--- src/rtl/add_seq_if.sv ---
// rtl/add_seq_if.sv - operand/result handshake bundle for the sequential adder
interface add_seq_if #(
   parameter int WIDTH = 16
);
   logic             in_valid;
   logic             in_ready;
   logic [WIDTH-1:0] a;
   logic [WIDTH-1:0] b;
   logic             sub;
   logic             out_valid;
   logic             out_ready;
   logic [WIDTH-1:0] sum;
   logic             carry;
   logic             overflow;

   modport master (
      output in_valid, a, b, sub, out_ready,
      input  in_ready, out_valid, sum, carry, overflow
   );

   modport slave (
      input  in_valid, a, b, sub, out_ready,
      output in_ready, out_valid, sum, carry, overflow
   );
endinterface

--- src/rtl/add_seq.sv ---
// rtl/add_seq.sv - multi-cycle chunked adder/subtractor with carry and overflow flags
module add_seq #(
   parameter int WIDTH = 16,
   parameter int CHUNK = 4
) (
   input  logic      clk,
   input  logic      reset,
   add_seq_if.slave  bus
);
   localparam int N  = WIDTH / CHUNK;
   localparam int CW = (N > 1) ? $clog2(N) : 1;

   typedef enum logic [1:0] {IDLE, RUN, DONE} state_t;

   state_t           state_q, state_d;
   logic [WIDTH-1:0] opa_q, opa_d;
   logic [WIDTH-1:0] opb_q, opb_d;
   logic [WIDTH-1:0] work_q, work_d;
   logic [WIDTH-1:0] sum_q, sum_d;
   logic             cy_q, cy_d;
   logic             carry_q, carry_d;
   logic             ovf_q, ovf_d;
   logic [CW-1:0]    cnt_q, cnt_d;

   int               idx;
   logic [CHUNK-1:0] a_chunk;
   logic [CHUNK-1:0] b_chunk;
   logic [CHUNK-1:0] s_chunk;
   logic             c_out;
   logic             c_msb;
   logic             last;
   logic             in_ready;
   logic             out_valid;

   // Add the current chunk; the carry into the chunk MSB is recovered from a^b^s at that bit
   always_comb begin
      idx     = int'(cnt_q) * CHUNK;
      a_chunk = opa_q[idx +: CHUNK];
      b_chunk = opb_q[idx +: CHUNK];
      {c_out, s_chunk} = {1'b0, a_chunk} + {1'b0, b_chunk} + {{CHUNK{1'b0}}, cy_q};
      c_msb   = s_chunk[CHUNK-1] ^ a_chunk[CHUNK-1] ^ b_chunk[CHUNK-1];
      last    = (cnt_q == CW'(N - 1));
   end

   // Next-state and handshake outputs; result registers move only when the last chunk finishes
   always_comb begin
      state_d   = state_q;
      opa_d     = opa_q;
      opb_d     = opb_q;
      work_d    = work_q;
      sum_d     = sum_q;
      cy_d      = cy_q;
      carry_d   = carry_q;
      ovf_d     = ovf_q;
      cnt_d     = cnt_q;
      in_ready  = 1'b0;
      out_valid = 1'b0;
      unique case (state_q)
         IDLE: begin
            in_ready = 1'b1;
            if (bus.in_valid) begin
               opa_d   = bus.a;
               opb_d   = bus.sub ? ~bus.b : bus.b;
               cy_d    = bus.sub;
               cnt_d   = '0;
               state_d = RUN;
            end
         end
         RUN: begin
            work_d[idx +: CHUNK] = s_chunk;
            cy_d  = c_out;
            cnt_d = cnt_q + CW'(1);
            if (last) begin
               carry_d = c_out;
               ovf_d   = c_out ^ c_msb;
               sum_d   = work_d;
               state_d = DONE;
            end
         end
         DONE: begin
            out_valid = 1'b1;
            if (bus.out_ready) begin
               state_d = IDLE;
            end
         end
         default: state_d = IDLE;
      endcase
   end

   // State and datapath registers; reset discards any operation in flight
   always_ff @(posedge clk) begin
      if (reset) begin
         state_q <= IDLE;
         opa_q   <= '0;
         opb_q   <= '0;
         work_q  <= '0;
         sum_q   <= '0;
         cy_q    <= 1'b0;
         carry_q <= 1'b0;
         ovf_q   <= 1'b0;
         cnt_q   <= '0;
      end else begin
         state_q <= state_d;
         opa_q   <= opa_d;
         opb_q   <= opb_d;
         work_q  <= work_d;
         sum_q   <= sum_d;
         cy_q    <= cy_d;
         carry_q <= carry_d;
         ovf_q   <= ovf_d;
         cnt_q   <= cnt_d;
      end
   end

   assign bus.in_ready  = in_ready;
   assign bus.out_valid = out_valid;
   assign bus.sum       = sum_q;
   assign bus.carry     = carry_q;
   assign bus.overflow  = ovf_q;
endmodule

--- src/flat_wrapper.sv ---
// flat-port wrapper written by rule: the top's interface ports become plain ports
module add_seq_flat 
#(
   parameter int WIDTH = 16,
   parameter int CHUNK = 4
)
  (clk, reset, bus_in_valid, bus_a, bus_b, bus_sub, bus_out_ready, bus_in_ready, bus_out_valid, bus_sum, bus_carry, bus_overflow);
  add_seq_if #(.WIDTH(WIDTH)) bus_i ();
  input  logic clk;
  input  logic reset;
  input wire logic [$bits(bus_i.in_valid)-1:0] bus_in_valid;
  input wire logic [$bits(bus_i.a)-1:0] bus_a;
  input wire logic [$bits(bus_i.b)-1:0] bus_b;
  input wire logic [$bits(bus_i.sub)-1:0] bus_sub;
  input wire logic [$bits(bus_i.out_ready)-1:0] bus_out_ready;
  output wire logic [$bits(bus_i.in_ready)-1:0] bus_in_ready;
  output wire logic [$bits(bus_i.out_valid)-1:0] bus_out_valid;
  output wire logic [$bits(bus_i.sum)-1:0] bus_sum;
  output wire logic [$bits(bus_i.carry)-1:0] bus_carry;
  output wire logic [$bits(bus_i.overflow)-1:0] bus_overflow;
  assign bus_i.in_valid = bus_in_valid;
  assign bus_i.a = bus_a;
  assign bus_i.b = bus_b;
  assign bus_i.sub = bus_sub;
  assign bus_i.out_ready = bus_out_ready;
  assign bus_in_ready = bus_i.in_ready;
  assign bus_out_valid = bus_i.out_valid;
  assign bus_sum = bus_i.sum;
  assign bus_carry = bus_i.carry;
  assign bus_overflow = bus_i.overflow;
  add_seq #(.WIDTH(WIDTH), .CHUNK(CHUNK)) u_core (.clk(clk), .reset(reset), .bus(bus_i));
endmodule
--- config.mk ---
export PLATFORM = sky130hd
export DESIGN_NAME = add_seq_flat
export DESIGN_NICKNAME = d
export VERILOG_FILES = /design/src/rtl/add_seq_if.sv /design/src/rtl/add_seq.sv /design/src/flat_wrapper.sv
export SDC_FILE = /design/constraint.sdc
export NUM_CORES = 1
export LEC_CHECK = 0
export ABC_AREA = 1
export CAP_MARGIN = 20
export CORE_ASPECT_RATIO = 1.25
export CORE_MARGIN = 3
export CORE_UTILIZATION = 55
export CTS_CLUSTER_DIAMETER = 150
export DETAILED_ROUTE_END_ITERATION = 8
export PLACE_DENSITY = 0.82
export SETUP_SLACK_MARGIN = 0.3
export SLEW_MARGIN = 20
export SYNTH_ARGS = -nofsm -noshare
export SYNTH_HDL_FRONTEND = slang
export SYNTH_SLANG_ARGS = --single-unit
--- constraint.sdc ---
create_clock -name clk -period 5.1 [get_ports clk]
set_input_delay 0.765 -clock clk [delete_from_list [all_inputs] [get_ports clk]]
set_output_delay 0.765 -clock clk [all_outputs]
set_load 0.02 [all_outputs]
# After elaboration in Yosys (flattened, before gate mapping)

Cells that the tools add are included.

Bits of input ports: 37
Bits in registers: 71
Word-level logic and storage cells: 45

Shift-type cells: 4
Bitwise gates (word level): 4
Eq/ne operators: 6
Muxes and demuxes: 12
Reductions and logical operators: 6
Add/sub/neg operators: 4

Operator list:

| cell                                                  | count |
|---|---|
| negator 4 -> 33 bit                                   | 1 |
| variable shift 4 x 33 -> 16 bit, first input constant | 1 |
| variable part select 4 x 33 -> 16 bit                 | 1 |
| variable part select 16 x 5 -> 4 bit                  | 2 |
| bitwise mux 16 bit                                    | 1 |
| 2-to-1 mux 16 bit                                     | 1 |
| inverter 16 bit                                       | 1 |
| 2-to-1 mux 2 bit                                      | 4 |
| case mux 2 bit (3 select lines)                       | 1 |
| AND reduction 2 bit                                   | 3 |
| adder 4 x 4 -> 5 bit                                  | 1 |
| adder 5 x 1 -> 5 bit                                  | 1 |
| == test 2 bit, second input constant                  | 2 |
| != test 2 bit, second input constant                  | 2 |
| case mux 2 bit (2 select lines)                       | 1 |
| 2-to-1 mux 1 bit                                      | 3 |
| AND reduction 3 bit                                   | 1 |
| XOR 1 bit                                             | 3 |
| adder 2 x 1 -> 2 bit, second input constant           | 1 |
| == test 2 x 1 -> 1 bit, second input constant         | 1 |
| zero test 2 bit                                       | 1 |
| != test 2 x 1 -> 1 bit, second input constant         | 1 |
| case mux 1 bit (2 select lines)                       | 1 |
| nonzero test 2 bit                                    | 1 |

# Depth between registers and ports, before layout

Gate-level depths: netlist of run 1.

Depth in word-level cells: 6
Mapped depth: 17

# Least setup slack after synthesis of run 1

OpenSTA, ideal clock, no wires.

Path kind: reg-to-reg
Start point: register u_core.cnt_q[0]
End point: register u_core.work_q[13]
Library setup time: 0.057 ns
Clock period less this slack: 2.494 ns
Buffers on the path: 1
Arrival time: 2.437 ns
Slack: 2.606 ns
Stages on the path, launching flop included: 13
Path through: dfxtp_1 -> inv_2 -> clkbuf_1 -> o21ai_0 -> o22ai_1 -> fa_1 -> inv_1 -> fa_1 -> nor2_1 -> nand2_1 -> o22ai_1 -> o21ai_0 -> inv_1

Word-level cells in the longest chain between the ends: 5
Elaborated cells on any way between the ends: 8
Those cells by class: add/sub (3); shift (4); mux (1)

Ends and longest elaborated chain:

| what                                                           | RTL line                     | text |
|---|---|---|
| from (decl)                                                    | add_seq.sv:23                | `logic [CW-1:0] cnt_q, cnt_d;` |
| from (signal assigned)                                         | add_seq.sv:111               | `cnt_q <= cnt_d;` |
| variable part select 16 x 5 -> 4 bit, on equally long branches | add_seq.sv:38, add_seq.sv:39 |  |
| adder 4 x 4 -> 5 bit                                           | add_seq.sv:40                | `{c_out, s_chunk} = {1'b0, a_chunk} + {1'b0, b_chunk} + {{CHUNK{1'b0}}, cy_q};` |
| adder 5 x 1 -> 5 bit                                           | add_seq.sv:40                |  |
| variable part select 4 x 33 -> 16 bit                          | add_seq.sv:70                | `work_d[idx +: CHUNK] = s_chunk;` |
| bitwise mux 16 bit *                                           | add_seq.sv:70                |  |
| to (signal assigned)                                           | add_seq.sv:106               | `work_q <= work_d;` |
| to (decl)                                                      | add_seq.sv:18                | `logic [WIDTH-1:0] work_q, work_d;` |

Mark *: on every way between the ends. The rest lies on a longest branch, timed or not.
A chain may end at the register's enable or synchronous reset.

# Worst setup path in the final report of run 1

Same ends and word-level chain as after synthesis.

==> results.toml, run 1 <==
[timing]
period_needed_ns = 3.32
rsz0062_at_grt = "false"
worstMarginPinSlew_ns = 0.875
finalHoldViolCount = 0
slew_headroom_pct = 41.5
timing.hold.ws_ns = 0.477
skew_ns = 0.00655
timing.setup.tns_ns = 0
fin_ws_ns = 1.78
setup_violations = 0
period_share_pct = 65.1
drv_slew = 0
clock.fmax_ghz = 0.301

[clock_network]
clock_path_buffers = 2
clkLatencyLatePin_ns = 0.35
cts_tree = "yes"
cts_hold_buf = 0
htreeDepth = 3
root_buffer = "clkbuf_8"
cts_setup_buffers = 0
cts_buffers = 9
path_clk_slew_ns = 0.06
cts-resized-gates = 0
cts_num_sinks = 71

[floorplanning]
die_area_mm2 = 0.00749
io_pins = 57
die_w_um = 78.0
start_util_pct = 57.1
fp.dieH_um = 96.0
rows = 32
coreArea_mm2 = 0.00625

[grt]
grt.total_usage_pct = 21.9
grt-busiest-layer = "met2"
grt_max_degree = 49
use_met2_pct = 39.8
grt_use_met1_pct = 23.4
grt_use_met3_pct = 3.75
grt_pass1_wl_um = 13000
grt-ovfl-total = 0
antenna_found_initial = 0
grt_pass1_vias = 3053

[final_layout]
fin_nets = 577
nFillCells = 564
final_area_mm2 = 0.00424
drive_gt1_share_pct = 3.94
final_core_util_pct = 67.9
syn_to_final_growth_pct = 18.9
n_antenna_cell = 0

[drt]
vias_per_cell = 5.18
vias = 3202
wl_um = 7650
drt_iter0_drc = 191
dr.pass1.iters = 5
routedWlPerCell_um = 12.4
ant_nets = 0
drc = 0

[place]
pre_cts_slack_ns = 1.84
placed_area_mm2 = 0.00408
dpl.hpwl_um = 5520
place_congestion = 0.865
numPortBuffers = 56

[critical_path]
critical_path_class = "reg -> reg"
timing.critical_path.cells = "inv_2 > o21ai_0 > o22ai_1 > fa_1 > inv_1 > fa_1 > nor2_1 > nand2_1 > o22ai_1 > o21ai_0 > inv_1"
cp_slowest_stage_delay_ns = 0.89
cp-end-kind = "flip-flop"
slowest_stage = "dfxtp_1"
cp.arrival_ns = 3.62
start_kind = "flip-flop"
path_max_fanout = 27
worst_ep_required_time_ns = 5.39

[synth]
synth_seq_cells = 71
synth_area_mm2 = 0.00356
ys_seq_area_share_pct = 39.9
ys_types = 29
avgSynthCellArea_um2 = 7.30
postSynthCellCount = 488
syn_nets = 536
ys_warn_count = 0

[status]
outcome = "finished clean"

[power_and_ir_drop]
irDropWorstVdd_v = 0.000174
power-per-cell-area_mw_per_mm2 = 300
p_leak_nw = 1.90

[flow_run]
drv_cap = 0

[min_path]
min_path_type = "reg -> reg"
-- final cells by class --
cell class | instances | area [um^2] | area share (%)
Multi-Input combinational cell | 313 | 1700 | 40.0
Sequential cell | 71 | 1420 | 33.5
Timing Repair Buffer | 57 | 568 | 13.4
Inverter | 77 | 289 | 6.82
Clock buffer | 14 | 153 | 3.60
Tap cell | 85 | 106 | 2.51
Clock inverter | 1 | 5.00 | 0.118
-- state kept, by name, indices dropped and copies added, names as in the netlist --
name,count
u_core.cnt_q,2
u_core.bus.carry,1
u_core.cy_q,1
u_core.bus.sum,16
u_core.bus.overflow,1
u_core.work_q,16
u_core.opa_q,16
u_core.opb_q,16
u_core.state_q,2
-- critical path, delay by kind of cell (launching register included) --
family / cells / cell delay [ns]
DFF: 1 / 0.89
adders and majority gates: 2 / 0.87
AOI/OAI and AO/OA: 4 / 0.74
buffers and inverters: 3 / 0.51
and+or+nand+nor: 2 / 0.25
-- cells in the final DEF, fill, tap and decap left out, drive strengths merged --
cell type	Yosys	layout
xnor2	15	15
buf	17	1
nand4	2	2
a31oi	1	1
a211oi	16	16
nand2	58	58
ha	9	9
fa	2	2
xor2	2	2
clkdlybuf4s50	0	56
clkinv	0	1
inv	77	77
o32ai	1	1
nand3	22	22
a21oi	23	23
o21ai	58	58
clkbuf	10	14
o22ai	13	13
o21bai	7	7
o21a	10	10
a32oi	2	2
dfxtp	71	71
nor2	71	71
or2	1	1
-- cell families (layout without fill, tap and decap cells) --
family                   after synthesis  count (layout)  share of synthesized area (%)
flip-flops                            71              71                           39.9
XOR/XNOR                              17              17                           4.18
AO/OA/AOI/OAI                        131             131                           21.5
buffers and inverters                104             149                           12.5
AND/OR/NAND/NOR                      154             154                           17.6
adder cells (fa/ha/maj)               11              11                           4.28
-- Yosys cell counts (all sizes together) --
cell | number | area (um^2)
nand4 | 2 | 12.5
nor2 | 71 | 282
a32oi | 2 | 17.5
o21a | 10 | 75.1
o21bai | 7 | 52.6
xnor2 | 15 | 131
a211oi | 16 | 120
fa | 2 | 40.0
nand2 | 58 | 218
dfxtp | 71 | 1420
or2 | 1 | 6.26
ha | 9 | 113
o22ai | 13 | 81.3
o32ai | 1 | 8.76
nand3 | 22 | 110
xor2 | 2 | 17.5
buf | 17 | 119
a31oi | 1 | 6.26
o21ai | 58 | 290
a21oi | 23 | 115
clkbuf | 10 | 38.8
inv | 77 | 289
-- path summary, 6_finish.rpt --
kind,cells after the start,slack (ns),from,to
setup / recovery,11,1.78,u_core.cnt_q[0],u_core.work_q[13]
hold / removal,2,0.48,u_core.opa_q[6],u_core.opa_q[6]
setup reg to reg,11,1.78,u_core.cnt_q[0],u_core.work_q[13]
hold reg to reg,2,0.48,u_core.opa_q[6],u_core.opa_q[6]
-- metrics by stage --
stage | power, mW | cells
5_1_grt | 1.34 | 618
4_1_cts | 1.28 | 618
6_report | 1.27 | 618
2_1_floorplan | 0.825 | 488
3_5_place_dp | 0.902 | 603
3_3_place_gp | 0.891 | 603
-- where the power goes --
| part | leakage [nW] | internal [mW] | switching [mW] |
|---|---|---|---|
| clock | 0.0805 | 0.187 | 0.194 |
| combinational | 1.24 | 0.111 | 0.164 |
| sequential | 0.583 | 0.592 | 0.0238 |
| total | 1.90 | 0.891 | 0.382 |
-- per-layer routing --
layer	share of wire [%]	routed length [um]	vias up
li1	-	-	1654
met1	42	3200	1442
met2	51	3880	82
met3	3.9	295	24
met4	3.6	276	0
met5	0	0	-
(Power assumes the default switching activity.)
==> run 2, diff against run 1 <==
--- a/config.mk
+++ b/config.mk
@@ -9,10 +9,10 @@
 export CAP_MARGIN = 20
 export CORE_ASPECT_RATIO = 1.25
 export CORE_MARGIN = 3
-export CORE_UTILIZATION = 55
+export CORE_UTILIZATION = 48
 export CTS_CLUSTER_DIAMETER = 150
 export DETAILED_ROUTE_END_ITERATION = 8
-export PLACE_DENSITY = 0.82
+export PLACE_DENSITY = 0.76
 export SETUP_SLACK_MARGIN = 0.3
 export SLEW_MARGIN = 20
 export SYNTH_ARGS = -nofsm -noshare
==> constraint.sdc (replaced) <==
create_clock -name clk -period 2.8 [get_ports clk]
set_input_delay 0.42 -clock clk [delete_from_list [all_inputs] [get_ports clk]]
set_output_delay 0.42 -clock clk [all_outputs]
set_load 0.02 [all_outputs]
==> run 2 against run 1 <==
  * Largest cell class unchanged
  * Critical path depth rose by 1
  * Critical path type unchanged
  * First-iteration DRC count fell by 56%
  * Global-route usage fell by 2.8 points
  * Total power rose by 84%
  * Register-to-register slack got worse by 1.3 ns
  * Clock power rose by 78%
  * Sequential cell count did not move
  * Worst hold slack got worse by 0.0095 ns
  * Routed wire length rose by 1.2%
  * Cell area rose by 3.1%
  * Die area rose by 14%
==> results.toml, run 2 (synthesized netlist as in run 1, its figures left out) <==
[grt]
grt_max_degree = 37
antenna_found_initial = 0
grt_pass1_vias = 3070
grt_pass1_wl_um = 13200
grt-ovfl-total = 0
grt.total_usage_pct = 19.1

[critical_path]
cp-end-kind = "flip-flop"
r2r_cells = 12
r2r-end = "u_core.work_q[14]"
path_max_fanout = 10
critical_path_class = "reg -> reg"
reg2reg_slack_ns = 0.43
worst_ep_required_time_ns = 3.04
r2r_start = "u_core.cnt_q[0]"
start_kind = "flip-flop"
cp.arrival_ns = 2.61

[flow_run]
drv_cap = 0

[min_path]
min_path_type = "reg -> reg"
hold_depth = 2
worstHoldStart = "u_core.opb_q[1]"
min_to = "u_core.opb_q[1]"

[clock_network]
clock_path_buffers = 2
cts_hold_buf = 0
cts_tree = "yes"
cts_buffers = 9
root_buffer = "clkbuf_8"
cts_num_sinks = 71
path_clk_slew_ns = 0.07
htreeDepth = 3
clkLatencyLatePin_ns = 0.35

[final_layout]
n_antenna_cell = 0
drive_gt1_share_pct = 7.95
fin_nets = 587
nFillCells = 649
stdcell_count = 631
final_cell_mix = "70 x inv_1, 69 x dfxtp_1, 68 x nor2_1"
final_area_mm2 = 0.00437
syn_to_final_growth_pct = 22.6
final_common_cell = "inv_1"

[power_and_ir_drop]
irDropWorstVdd_v = 0.000308
power_switching_mw = 0.705
p_leak_nw = 1.96
p_int_mw = 1.64
power-per-cell-area_mw_per_mm2 = 536
share_seq_of_total_power_pct = 47.6
comb_power_share_pct = 23.4
switching_share_pct = 30.1
clockPowerShare_pct = 29.0

[drt]
dr.pass1.iters = 5
drc = 0
vias_per_cell = 5.12
ant_nets = 0
wl_um = 7740
routedWlPerCell_um = 12.3
vias = 3232
drt_iter0_drc = 84

[place]
dp_cells = 616
placed_area_mm2 = 0.00415
dpl.hpwl_um = 5630
numPortBuffers = 56
place_congestion = 0.891

[floorplanning]
fp.dieH_um = 102
start_util_pct = 50.2
die_area_mm2 = 0.00850
io_pins = 57
rows = 34
coreArea_mm2 = 0.00710
die_w_um = 83.1

[timing]
setup_violations = 0
timing.setup.tns_ns = 0
worstMarginPinSlew_ns = 0.866
slew_headroom_pct = 42.1
period_needed_ns = 2.37
drv_slew = 0
skew_ns = 0.00824
rsz0062_at_grt = "false"
finalHoldViolCount = 0
clock.fmax_ghz = 0.422
period_share_pct = 84.6

[status]
outcome = "finished clean"
-- run 2: area by class of cell --
cell class              count  area [um^2]  area share [%]
clock buffers              11          141            3.24
clock inverters             2         10.0           0.229
inverters                  77          292            6.67
multi-input cells         313         1740            39.7
flip-flops and latches     71         1420            32.6
well taps                  90          113            2.58
repair buffers             67          654            15.0
-- run 2: stage by stage --
step           worst slack, ns  power [mW]  hold WS (ns)  util, %
6_report                 0.432        2.34         0.467     61.5
5_1_grt                  0.235        2.47         0.493     61.5
4_1_cts                  0.387        2.32         0.470     60.5
3_5_place_dp             0.434        1.65         0.461     58.4
3_3_place_gp             0.511        1.63         0.460     58.4
2_1_floorplan            0.306        1.50         0.431        -
-- run 2: layer usage --
| metal | GRT usage, % | routed length [um] | vias to the layer above |
|---|---|---|---|
| met5 | 0 | 0 | - |
| met4 | 11.3 | 209 | 0 |
| met3 | 3.15 | 318 | 20 |
| met2 | 35.4 | 3990 | 81 |
| met1 | 20.5 | 3220 | 1456 |
| li1 | - | - | 1675 |
-- run 2: worst max-delay path by stage --
stage | startpoint | cells past startpoint | endpoint
2_1_floorplan | u_core.cnt_q[0] | 12 | u_core.work_q[13]
3_3_place_gp | u_core.cnt_q[0] | 11 | u_core.work_q[5]
3_5_place_dp | u_core.cnt_q[0] | 11 | u_core.work_q[5]
4_1_cts | u_core.cnt_q[0] | 11 | u_core.work_q[5]
5_1_grt | u_core.cnt_q[0] | 12 | u_core.work_q[14]
6_report | u_core.cnt_q[0] | 12 | u_core.work_q[14]
-- run 2: critical path, stage by stage (launching register included) --
cell	delay (ns)
dfxtp_2	0.38
buf_4	0.18
o21ai_0	0.08
o22ai_1	0.22
fa_2	0.25
inv_1	0.05
fa_1	0.39
xor2_1	0.20
nor2_1	0.08
nand2_1	0.11
o22ai_2	0.08
o21ai_0	0.17
inv_1	0.06
-- run 2: what timing repair did --
item / in CTS / in global routing
resized for setup: 0 / 18
endpoints found under the setup margin: 0 / 20
endpoints found under the hold margin: 0 / 0
setup buffers: 0 / 2
-- run 2: power groups by stage --
stage	sequential [mW]	clock (mW)	combinational, mW
2_1_floorplan	1.13	0	0.376
3_5_place_dp	1.14	0	0.516
6_report	1.12	0.678	0.549
5_1_grt	1.12	0.732	0.622
4_1_cts	1.11	0.692	0.519
3_3_place_gp	1.13	0	0.500
